[src/rtl/ac_codeword_bit_packer_if.sv]
// Handshake bundle between the AC entropy encoder, the bit packer and the
// downstream slice/bitstream assembler.
interface ac_codeword_bit_packer_if #(
    parameter int LEN_W = 6,
    parameter int CNT_W = 16
);
    logic             in_valid;
    logic             in_ready;
    logic [31:0]      in_code;
    logic [LEN_W-1:0] in_len;
    logic             flush;
    logic             out_valid;
    logic             out_ready;
    logic [31:0]      out_word;
    logic             out_last;
    logic             flush_done;
    logic [CNT_W-1:0] word_count;

    // Encoder/downstream side: drives codewords, flush and out_ready.
    modport master (
        output in_valid, in_code, in_len, flush, out_ready,
        input  in_ready, out_valid, out_word, out_last, flush_done, word_count
    );

    // Packer side.
    modport slave (
        input  in_valid, in_code, in_len, flush, out_ready,
        output in_ready, out_valid, out_word, out_last, flush_done, word_count
    );
endinterface

[src/rtl/ac_codeword_bit_packer.sv]
// Packs variable-length AC codewords MSB-first into 32-bit words. A 64-bit
// left-aligned accumulator holds up to two words; the top half is always the
// word on offer. A flush pads the tail word and ends the slice.
module ac_codeword_bit_packer #(
    parameter int LEN_W   = 6,
    parameter int CNT_W   = 16,
    parameter bit PAD_BIT = 1'b0
) (
    input  logic                    clk,
    input  logic                    reset,
    ac_codeword_bit_packer_if.slave bus
);
    typedef enum logic [1:0] {RUN, FLUSH, DONE} state_t;

    state_t           state_q, state_d;
    logic [63:0]      acc_q, acc_d;
    logic [6:0]       fill_q, fill_d;
    logic             out_valid_q, out_valid_d;
    logic             out_last_q, out_last_d;
    logic [CNT_W-1:0] wc_q, wc_d;

    logic             accept, emit, flushing;
    logic [6:0]       len_eff;
    logic [31:0]      code_m;
    logic [63:0]      acc_s;
    logic [6:0]       fill_s;
    logic [31:0]      pad_mask;

    assign bus.in_ready   = (state_q == RUN) && (fill_q <= 7'd32);
    assign accept         = bus.in_valid && bus.in_ready;
    assign emit           = out_valid_q && bus.out_ready;
    assign bus.out_valid  = out_valid_q;
    assign bus.out_word   = acc_q[63:32];
    assign bus.out_last   = out_last_q;
    assign bus.flush_done = (state_q == DONE);
    assign bus.word_count = wc_q;

    // Clamp illegal lengths to 32 and drop code bits above the length.
    always_comb begin
        len_eff = 7'd32;
        if (bus.in_len <= LEN_W'(32))
            len_eff = 7'(bus.in_len);
        code_m = bus.in_code;
        if (len_eff != 7'd32)
            code_m = bus.in_code & ((32'h1 << len_eff) - 32'h1);
    end

    // Next state: emit shift first, then append, then flush padding/termination.
    always_comb begin
        state_d     = state_q;
        wc_d        = wc_q;
        acc_s       = emit ? {acc_q[31:0], 32'h0} : acc_q;
        fill_s      = emit ? (fill_q - 7'd32) : fill_q;
        acc_d       = acc_s;
        fill_d      = fill_s;
        out_valid_d = 1'b0;
        out_last_d  = 1'b0;
        flushing    = 1'b0;
        pad_mask    = 32'h0;

        if (emit)
            wc_d = wc_q + CNT_W'(1);

        case (state_q)
            RUN: begin
                if (accept) begin
                    // Codeword MSB lands at bit 63-fill_s; a zero shift-in of 64 is harmless.
                    acc_d  = acc_s | ({32'h0, code_m} << (7'd64 - fill_s - len_eff));
                    fill_d = fill_s + len_eff;
                end
                if (bus.flush)
                    state_d = FLUSH;
            end
            FLUSH: ;
            DONE: begin
                acc_d   = 64'h0;
                fill_d  = 7'd0;
                wc_d    = '0;
                state_d = RUN;
            end
            default: state_d = RUN;
        endcase

        // Entering or staying in FLUSH: pad a partial tail straight away so the
        // final word is offered on the next cycle; nothing left means done.
        flushing = (state_d == FLUSH);
        if (flushing) begin
            if (fill_d == 7'd0) begin
                state_d = DONE;
            end else if (fill_d < 7'd32) begin
                pad_mask = 32'hFFFF_FFFF >> fill_d;
                if (PAD_BIT)
                    acc_d[63:32] = acc_d[63:32] | pad_mask;
                else
                    acc_d[63:32] = acc_d[63:32] & ~pad_mask;
                fill_d = 7'd32;
            end
        end

        out_valid_d = (fill_d >= 7'd32);
        // Exactly one word left during a flush means it is the slice's last word.
        out_last_d  = flushing && (fill_d == 7'd32);
    end

    // State and datapath registers.
    always_ff @(posedge clk or posedge reset) begin
        if (reset) begin
            state_q     <= RUN;
            acc_q       <= 64'h0;
            fill_q      <= 7'd0;
            out_valid_q <= 1'b0;
            out_last_q  <= 1'b0;
            wc_q        <= '0;
        end else begin
            state_q     <= state_d;
            acc_q       <= acc_d;
            fill_q      <= fill_d;
            out_valid_q <= out_valid_d;
            out_last_q  <= out_last_d;
            wc_q        <= wc_d;
        end
    end
endmodule

[src/flat_wrapper.sv]
// flat-port wrapper written by rule: the top's interface ports become plain ports
module ac_codeword_bit_packer_flat 
#(
    parameter int LEN_W   = 6,
    parameter int CNT_W   = 16,
    parameter bit PAD_BIT = 1'b0
)
  (clk, reset, bus_in_valid, bus_in_code, bus_in_len, bus_flush, bus_out_ready, bus_in_ready, bus_out_valid, bus_out_word, bus_out_last, bus_flush_done, bus_word_count);
  ac_codeword_bit_packer_if #(.LEN_W(LEN_W), .CNT_W(CNT_W)) bus_i ();
  input  logic clk;
  input  logic reset;
  input wire logic [$bits(bus_i.in_valid)-1:0] bus_in_valid;
  input wire logic [$bits(bus_i.in_code)-1:0] bus_in_code;
  input wire logic [$bits(bus_i.in_len)-1:0] bus_in_len;
  input wire logic [$bits(bus_i.flush)-1:0] bus_flush;
  input wire logic [$bits(bus_i.out_ready)-1:0] bus_out_ready;
  output wire logic [$bits(bus_i.in_ready)-1:0] bus_in_ready;
  output wire logic [$bits(bus_i.out_valid)-1:0] bus_out_valid;
  output wire logic [$bits(bus_i.out_word)-1:0] bus_out_word;
  output wire logic [$bits(bus_i.out_last)-1:0] bus_out_last;
  output wire logic [$bits(bus_i.flush_done)-1:0] bus_flush_done;
  output wire logic [$bits(bus_i.word_count)-1:0] bus_word_count;
  assign bus_i.in_valid = bus_in_valid;
  assign bus_i.in_code = bus_in_code;
  assign bus_i.in_len = bus_in_len;
  assign bus_i.flush = bus_flush;
  assign bus_i.out_ready = bus_out_ready;
  assign bus_in_ready = bus_i.in_ready;
  assign bus_out_valid = bus_i.out_valid;
  assign bus_out_word = bus_i.out_word;
  assign bus_out_last = bus_i.out_last;
  assign bus_flush_done = bus_i.flush_done;
  assign bus_word_count = bus_i.word_count;
  ac_codeword_bit_packer #(.LEN_W(LEN_W), .CNT_W(CNT_W), .PAD_BIT(PAD_BIT)) u_core (.clk(clk), .reset(reset), .bus(bus_i));
endmodule
[config.mk]
export PLATFORM = sky130hd
export DESIGN_NAME = ac_codeword_bit_packer_flat
export DESIGN_NICKNAME = d
export VERILOG_FILES = /design/src/rtl/ac_codeword_bit_packer_if.sv /design/src/rtl/ac_codeword_bit_packer.sv /design/src/flat_wrapper.sv
export SDC_FILE = /design/constraint.sdc
export NUM_CORES = 1
export LEC_CHECK = 0
export BUFFER_PORTS_ARGS = -buffer_cell sky130_fd_sc_hd__buf_2
export CAP_MARGIN = 25
export CORE_MARGIN = 1
export CORE_UTILIZATION = 45
export CTS_CLUSTER_DIAMETER = 200
export DETAILED_ROUTE_END_ITERATION = 6
export PLACE_DENSITY = 0.72
export SLEW_MARGIN = 20
export SYNTH_ARGS = -nofsm -noshare
export SYNTH_HDL_FRONTEND = slang
export SYNTH_SLANG_ARGS = --single-unit
[constraint.sdc]
create_clock -name clk -period 9 [get_ports clk]
set_input_delay 0 -clock clk [delete_from_list [all_inputs] [get_ports clk]]
set_output_delay 0 -clock clk [all_outputs]
set_load 0.05 [all_outputs]
# Word-level counts from Yosys, hierarchy flattened
# Index checks and enable logic that the tools add are counted.
dict set report word_totals {
  reg_bits 91
  output_inout_bits 52
  input_bits 43
}
dict set report op_classes {
  bitwise 4
  mux 20
  reduce_logical 7
  eq_ne 5
  shifts 3
  n_lt_le_gt_ge 4
  addsub 6
}
# op n
set ops {}
lappend ops {{32-bit 2-to-1 mux} 4}
lappend ops {{64-bit 2-to-1 mux} 2}
lappend ops {{64-bit case mux with 2 select lines} 1}
lappend ops {{32-bit bitwise AND} 2}
lappend ops {{64-bit bitwise OR} 1}
lappend ops {{32-bit by 7-bit left shift with 64-bit output} 1}
lappend ops {{7-bit 2-to-1 mux} 5}
lappend ops {{16-bit 2-to-1 mux} 2}
lappend ops {{32-bit inverter} 1}
lappend ops {{1-bit by 6-bit left shift with 32-bit output (first input constant)} 1}
lappend ops {{32-bit by 7-bit >> shifter with 32-bit output (first input constant)} 1}
lappend ops {{32-bit by 1-bit subtractor with 32-bit output (second input constant)} 1}
lappend ops {{16-bit by 1-bit adder with 16-bit output (second input constant)} 1}
lappend ops {{7-bit case mux with 2 select lines} 1}
lappend ops {{7-bit by 6-bit adder with 7-bit output} 1}
lappend ops {{7-bit by 6-bit == test with 1-bit output (second input constant)} 1}
lappend ops {{7-bit by 6-bit greater-or-equal comparator with 1-bit output (second input constant)} 1}
lappend ops {{7-bit by 6-bit less-or-equal comparator with 1-bit output (second input constant)} 1}
lappend ops {{7-bit logical NOT} 1}
lappend ops {{7-bit by 6-bit less-than comparator with 1-bit output (second input constant)} 1}
lappend ops {{7-bit by 6-bit subtractor with 7-bit output} 1}
lappend ops {{7-bit by 6-bit subtractor with 7-bit output (second input constant)} 1}
lappend ops {{7-bit subtractor (first input constant)} 1}
lappend ops {{6-bit less-or-equal comparator (second input constant)} 1}
lappend ops {{other kinds (9)} 15}

# Depth between registers and ports, before layout
dict set report depth {
  word_depth 14
  depth_mapped 19
  mapped_depth_nobuf 14
}

# Worst setup path before layout
# No wires, ideal clock.
dict set report synth_path {
  kind {flip-flop to flip-flop}
  start {register u_core.out_valid_q, in the netlist u_core.bus.out_valid}
  end {register u_core.acc_q[36]}
  t_arrival_ns 3.376
  path_stages_with_launch 13
  setup_slack_ns 5.542
  n_path_buf 1
  cell_sequence {dfrtp_1 -> and2_1 -> buf_2 -> xnor2_1 -> ha_1 -> ha_1 -> a21oi_1 -> o21ai_0 -> xnor2_1 -> and2_0 -> o311ai_1 -> or4_1 -> a31oi_1}
}
dict set report synth_via {
  elab_chain_cells 12
  elab_cells_between_ends 20
  cone_classes {add/sub (3); order compare (1); shift (2); mux (9); bitwise (3); reduce/logical (2)}
}
# element line_no
set synth_rtl {}
lappend synth_rtl {{from (decl)} ac_codeword_bit_packer.sv:18} ;# logic out_valid_q, out_valid_d;
lappend synth_rtl {{from (signal assigned)} ac_codeword_bit_packer.sv:118} ;# out_valid_q <= out_valid_d;
lappend synth_rtl {{1-bit logical AND (*)} ac_codeword_bit_packer.sv:31} ;# assign emit = out_valid_q && bus.out_ready;
lappend synth_rtl {{7-bit 2-to-1 mux} ac_codeword_bit_packer.sv:53} ;# fill_s = emit ? (fill_q - 7'd32) : fill_q;
lappend synth_rtl {{7-bit subtractor} ac_codeword_bit_packer.sv:68} ;# acc_d = acc_s | ({32'h0, code_m} << (7'd64 - fill_s - len_eff));
lappend synth_rtl {{7-bit by 6-bit subtractor with 7-bit output} ac_codeword_bit_packer.sv:68}
lappend synth_rtl {{32-bit by 7-bit left shift with 64-bit output} ac_codeword_bit_packer.sv:68}
lappend synth_rtl {{64-bit bitwise OR} ac_codeword_bit_packer.sv:68}
lappend synth_rtl {{64-bit 2-to-1 mux} ac_codeword_bit_packer.sv:66} ;# if (accept) begin
lappend synth_rtl {{64-bit case mux with 2 select lines} ac_codeword_bit_packer.sv:64} ;# case (state_q)
lappend synth_rtl {{32-bit bitwise AND} ac_codeword_bit_packer.sv:95} ;# acc_d[63:32] = acc_d[63:32] & ~pad_mask;
lappend synth_rtl {{32-bit 2-to-1 mux} ac_codeword_bit_packer.sv:90} ;# end else if (fill_d < 7'd32) begin
lappend synth_rtl {{32-bit 2-to-1 mux} ac_codeword_bit_packer.sv:88} ;# if (fill_d == 7'd0) begin
lappend synth_rtl {{32-bit 2-to-1 mux (*)} ac_codeword_bit_packer.sv:87} ;# if (flushing) begin
lappend synth_rtl {{named net u_core.acc_d[36]} ac_codeword_bit_packer.sv:16} ;# logic [63:0] acc_q, acc_d;
lappend synth_rtl {{to (signal assigned)} ac_codeword_bit_packer.sv:109} ;# acc_q <= 64'h0;
lappend synth_rtl {{to (signal assigned)} ac_codeword_bit_packer.sv:116} ;# acc_q <= acc_d;
lappend synth_rtl {{to (decl)} ac_codeword_bit_packer.sv:16}
# The timed path passes the listed nets; every way through them passes the cells marked *.
# A chain may end at the register's enable or synchronous reset.

# Final worst setup path
dict set report layout_path {
  start {input port bus_in_len[5]}
  end {register u_core.acc_q[41]}
}
dict set report layout_via {
  elab_chain_cells 14
  elab_cells_between_ends 23
  cone_classes {add/sub (3); order compare (2); eq/ne (1); shift (3); mux (9); bitwise (4); reduce/logical (1)}
}
# element line_no
set layout_rtl {}
lappend layout_rtl {{from (decl)} flat_wrapper.sv:14} ;# input wire logic [$bits(bus_i.in_len)-1:0] bus_in_len;
lappend layout_rtl {{6-bit less-or-equal comparator} ac_codeword_bit_packer.sv:41} ;# if (bus.in_len <= LEN_W'(32))
lappend layout_rtl {{6-bit 2-to-1 mux (*)} ac_codeword_bit_packer.sv:41}
lappend layout_rtl {{1-bit by 6-bit left shift with 32-bit output} ac_codeword_bit_packer.sv:45} ;# code_m = bus.in_code & ((32'h1 << len_eff) - 32'h1);
lappend layout_rtl {{32-bit by 1-bit subtractor with 32-bit output} ac_codeword_bit_packer.sv:45}
lappend layout_rtl {{32-bit bitwise AND} ac_codeword_bit_packer.sv:45}
lappend layout_rtl {{32-bit 2-to-1 mux} ac_codeword_bit_packer.sv:44} ;# if (len_eff != 7'd32)
lappend layout_rtl {{32-bit by 7-bit left shift with 64-bit output} ac_codeword_bit_packer.sv:68}
lappend layout_rtl {{64-bit bitwise OR} ac_codeword_bit_packer.sv:68}
lappend layout_rtl {{64-bit 2-to-1 mux} ac_codeword_bit_packer.sv:66}
lappend layout_rtl {{64-bit case mux with 2 select lines} ac_codeword_bit_packer.sv:64}
lappend layout_rtl {{32-bit bitwise AND} ac_codeword_bit_packer.sv:95}
lappend layout_rtl {{32-bit 2-to-1 mux} ac_codeword_bit_packer.sv:90}
lappend layout_rtl {{32-bit 2-to-1 mux} ac_codeword_bit_packer.sv:88}
lappend layout_rtl {{32-bit 2-to-1 mux (*)} ac_codeword_bit_packer.sv:87}
lappend layout_rtl {{named net u_core.acc_d[41]} ac_codeword_bit_packer.sv:16}
# Marks and branches as above.

==> impl_metrics.yaml <==
status:
  status: "finished with violations"
  violations: "design-rule violations"
global_routing:
  overflow: 0
  grt_antenna_before_repair: 0
  grt_first_pass_wirelength_um: 58300
  grt_max_degree: 75
  grt_pass1_vias: 9802
  track_usage: 0.336
worst_setup_path:
  arrival_ps: 5140
  start_kind: "input pin"
  path_max_fanout: 68
  critPathBufInv: 5
  ff2ff_setup_slack_ps: 4430
  required_ps: 9230
  cpLargestDelayFamily: "buffers and inverters"
  slowest_stage: "inv_1"
  endpoint_kind: "flip-flop"
  max_stage_delay_ps: 670
  path_cells: "buf_2 > buf_4 > clkinv_1 > nand2_1 > ha_1 > fa_2 > buf_4 > inv_1 > nand3_1 > nand3_1 > a211oi_1 > mux2i_1 > a221oi_1 > nor3_1"
  worstSetupPathType: "in -> reg"
timing:
  holdWs_ps: 130
  finalSetupTns_ps: 0
  slew_violations: 0
  period_share: 0.545
  maxSlewHeadroom: 0.298
  fmax_ghz: 0.204
  fin_crit_ps: 4910
  setup_ws_ps: 4090
  hold_viol_final: 0
  setup_violations: 0
  rsz0062_at_grt: "false"
  max_slew.worst_pin.slew_ps: 1040
  fin_skew_ps: 16.5
hold_path:
  holdCritPathClass: "in -> async"
place:
  place.gp.congestion: 0.994
  dp_cells: 1528
  place_ws_ps: 3910
  dp_hpwl_um: 28000
  portBuffers: 94
route:
  wl_met2_um: 16600
  vias: 11000
  first_pass_iters: 7
  wl_um: 38200
  drc: 1
  met3WireLength_um: 4110
  wl_per_cell_um: 24.7
  wl_met1_um: 15600
  ant_nets: 0
  via_per_inst: 7.09
  drt-initial-drc-count: 1393
  highest_layer: "met4"
power:
  powerDensity_nw_per_um2: 416
  p_leak_nw: 4.51
  ir_drop_mv: 0.238
clocking:
  cts_resized: 0
  holdBufCountCts: 1
  cts_tree: "done"
  insertion_delay_ps: 360
  cts_setup_buffers: 0
  root_buffer: "clkbuf_16"
  ctsHtreeMaxLevel: 3
  cts.sinks: 91
  cts_max_path_buffers: 2
  cts_made_buffers: 9
  clk_pin_slew_worst_paths_ps: 70
cells_and_area:
  area_growth_pct: 6.15
  fin_nets: 1326
  fillCellCount: 2217
  drive_gt1_frac: 0.161
  antenna_cells: 0
  fin_cells: 1545
  postLayoutCoreUtil: 0.486
yosys:
  synth-seq-cells: 91
  ys_top_cells_by_count: "nand2_1, nor2_1, dfrtp_1"
  syn-num-nets: 1332
  syn_area_per_cell_um2: 7.88
  synth_area_leader_cell: "dfrtp_1"
  synth.most_common_cell: "nand2_1"
  syn-instance-count: 1267
  ys_async_sr_fraction: 1.00
  synth_cell_type_count: 107
  synthTopCellsByArea: "dfrtp_1, nand2_1, nor2_1"
  ys.warnings.count: 0
  synth.top_cell.area_share: 0.228
  synth_edf_count: 0
  synthFlopType: "dfrtp_1"
  synthesis.area_um2: 9990
  yosysSeqAreaShare: 0.228
floorplan:
  initial_core_util: 0.458
  rows: 54
  die_area_um2: 22800
  die_h_um: 151
  io_pins: 95
  fp.coreArea_um2: 21800
  die-width_um: 151
job:
  maxCapViolations: 0
-- logic make-up after synthesis --
| family | Yosys count | synth area share |
|---|---|---|
| flops | 91 | 0.228 |
| simple gates | 456 | 0.233 |
| compound gates | 455 | 0.341 |
| fa+ha+maj | 22 | 0.0298 |
| xor+xnor | 28 | 0.0246 |
| mux | 54 | 0.0606 |
| buf+inv | 161 | 0.0828 |
-- state kept, by name, indices dropped and copies added, names as in the netlist --
register,count
u_core.fill_q,7
u_core.bus.word_count,16
u_core.bus.out_last,1
u_core.state_q,2
u_core.acc_q,64
u_core.bus.out_valid,1
-- placed cells by master, fill, tap and decap left out, types with 12 or more instances in the layout --
master and n:
nand2_1 128, nor2_1 108, buf_2 94, dfrtp_1 91, o21ai_0 63, a21oi_1 62, nand3_1 41, mux2i_1 40
nor3_1 35, inv_1 25, a22o_1 25, a211oi_1 24, o211ai_1 22, and3_1 20, a31oi_1 20, o21a_1 19
o22ai_1 18, buf_4 18, nand2b_1 17, ha_1 17, and2_1 16, a21o_1 14, a311oi_1 14, nor2b_1 13
nand4_1 12, xnor2_1 12, xor2_1 12
-- path summary, 6_finish.rpt --
kind                                   from                       end  depth (start not counted)
hold reg to reg            u_core.acc_q[18]          u_core.acc_q[18]                          2
setup reg to reg           u_core.fill_q[1]          u_core.acc_q[41]                         12
max in group asynchronous             reset          u_core.fill_q[3]                          5
setup / recovery              bus_in_len[5]          u_core.acc_q[41]                         14
hold / removal                        reset  u_core.bus.word_count[7]                          3
min in group clk                  bus_flush       u_core.bus.out_last                          4
-- tightest hold or removal path, cell delays in order --
cell and delay, ps:
dlygate4sd3_1 530, buf_2 120, clkinv_2 220
-- routing by layer --
| metal | GRT usage | vias up |
|---|---|---|
| li1 | - | 4809 |
| met2 | 0.506 | 789 |
| met1 | 0.458 | 5200 |
| met5 | 0 | - |
| met4 | 0.160 | 0 |
| met3 | 0.0654 | 153 |
-- through the flow --
step | power, mW | instance area [um2]
2_1_floorplan | 2.98 | 9990
3_3_place_gp | 3.88 | 10300
3_5_place_dp | 3.87 | 10300
4_1_cts | 4.25 | 10600
5_1_grt | 4.60 | 10600
6_report | 4.41 | 10600
-- layout make-up --
type,instances,area [um2],share of cell area
clock buffer,9,225,0.0212
timing repair buffer,115,654,0.0617
tap,280,350,0.0330
sequential,91,2280,0.215
clock inverter,6,50.0,0.00472
multi-input combinational,1015,6930,0.654
inverter,29,110,0.0104
-- report_power, final --
| part | switching, mW | internal, mW | total [mW] |
|---|---|---|---|
| Sequential | 0.0897 | 0.515 | 0.605 |
| Combinational | 2.42 | 1.02 | 3.45 |
| Clock | 0.175 | 0.189 | 0.364 |
| Total | 2.69 | 1.73 | 4.41 |
Note: power is estimated with default switching activity, not from simulation.
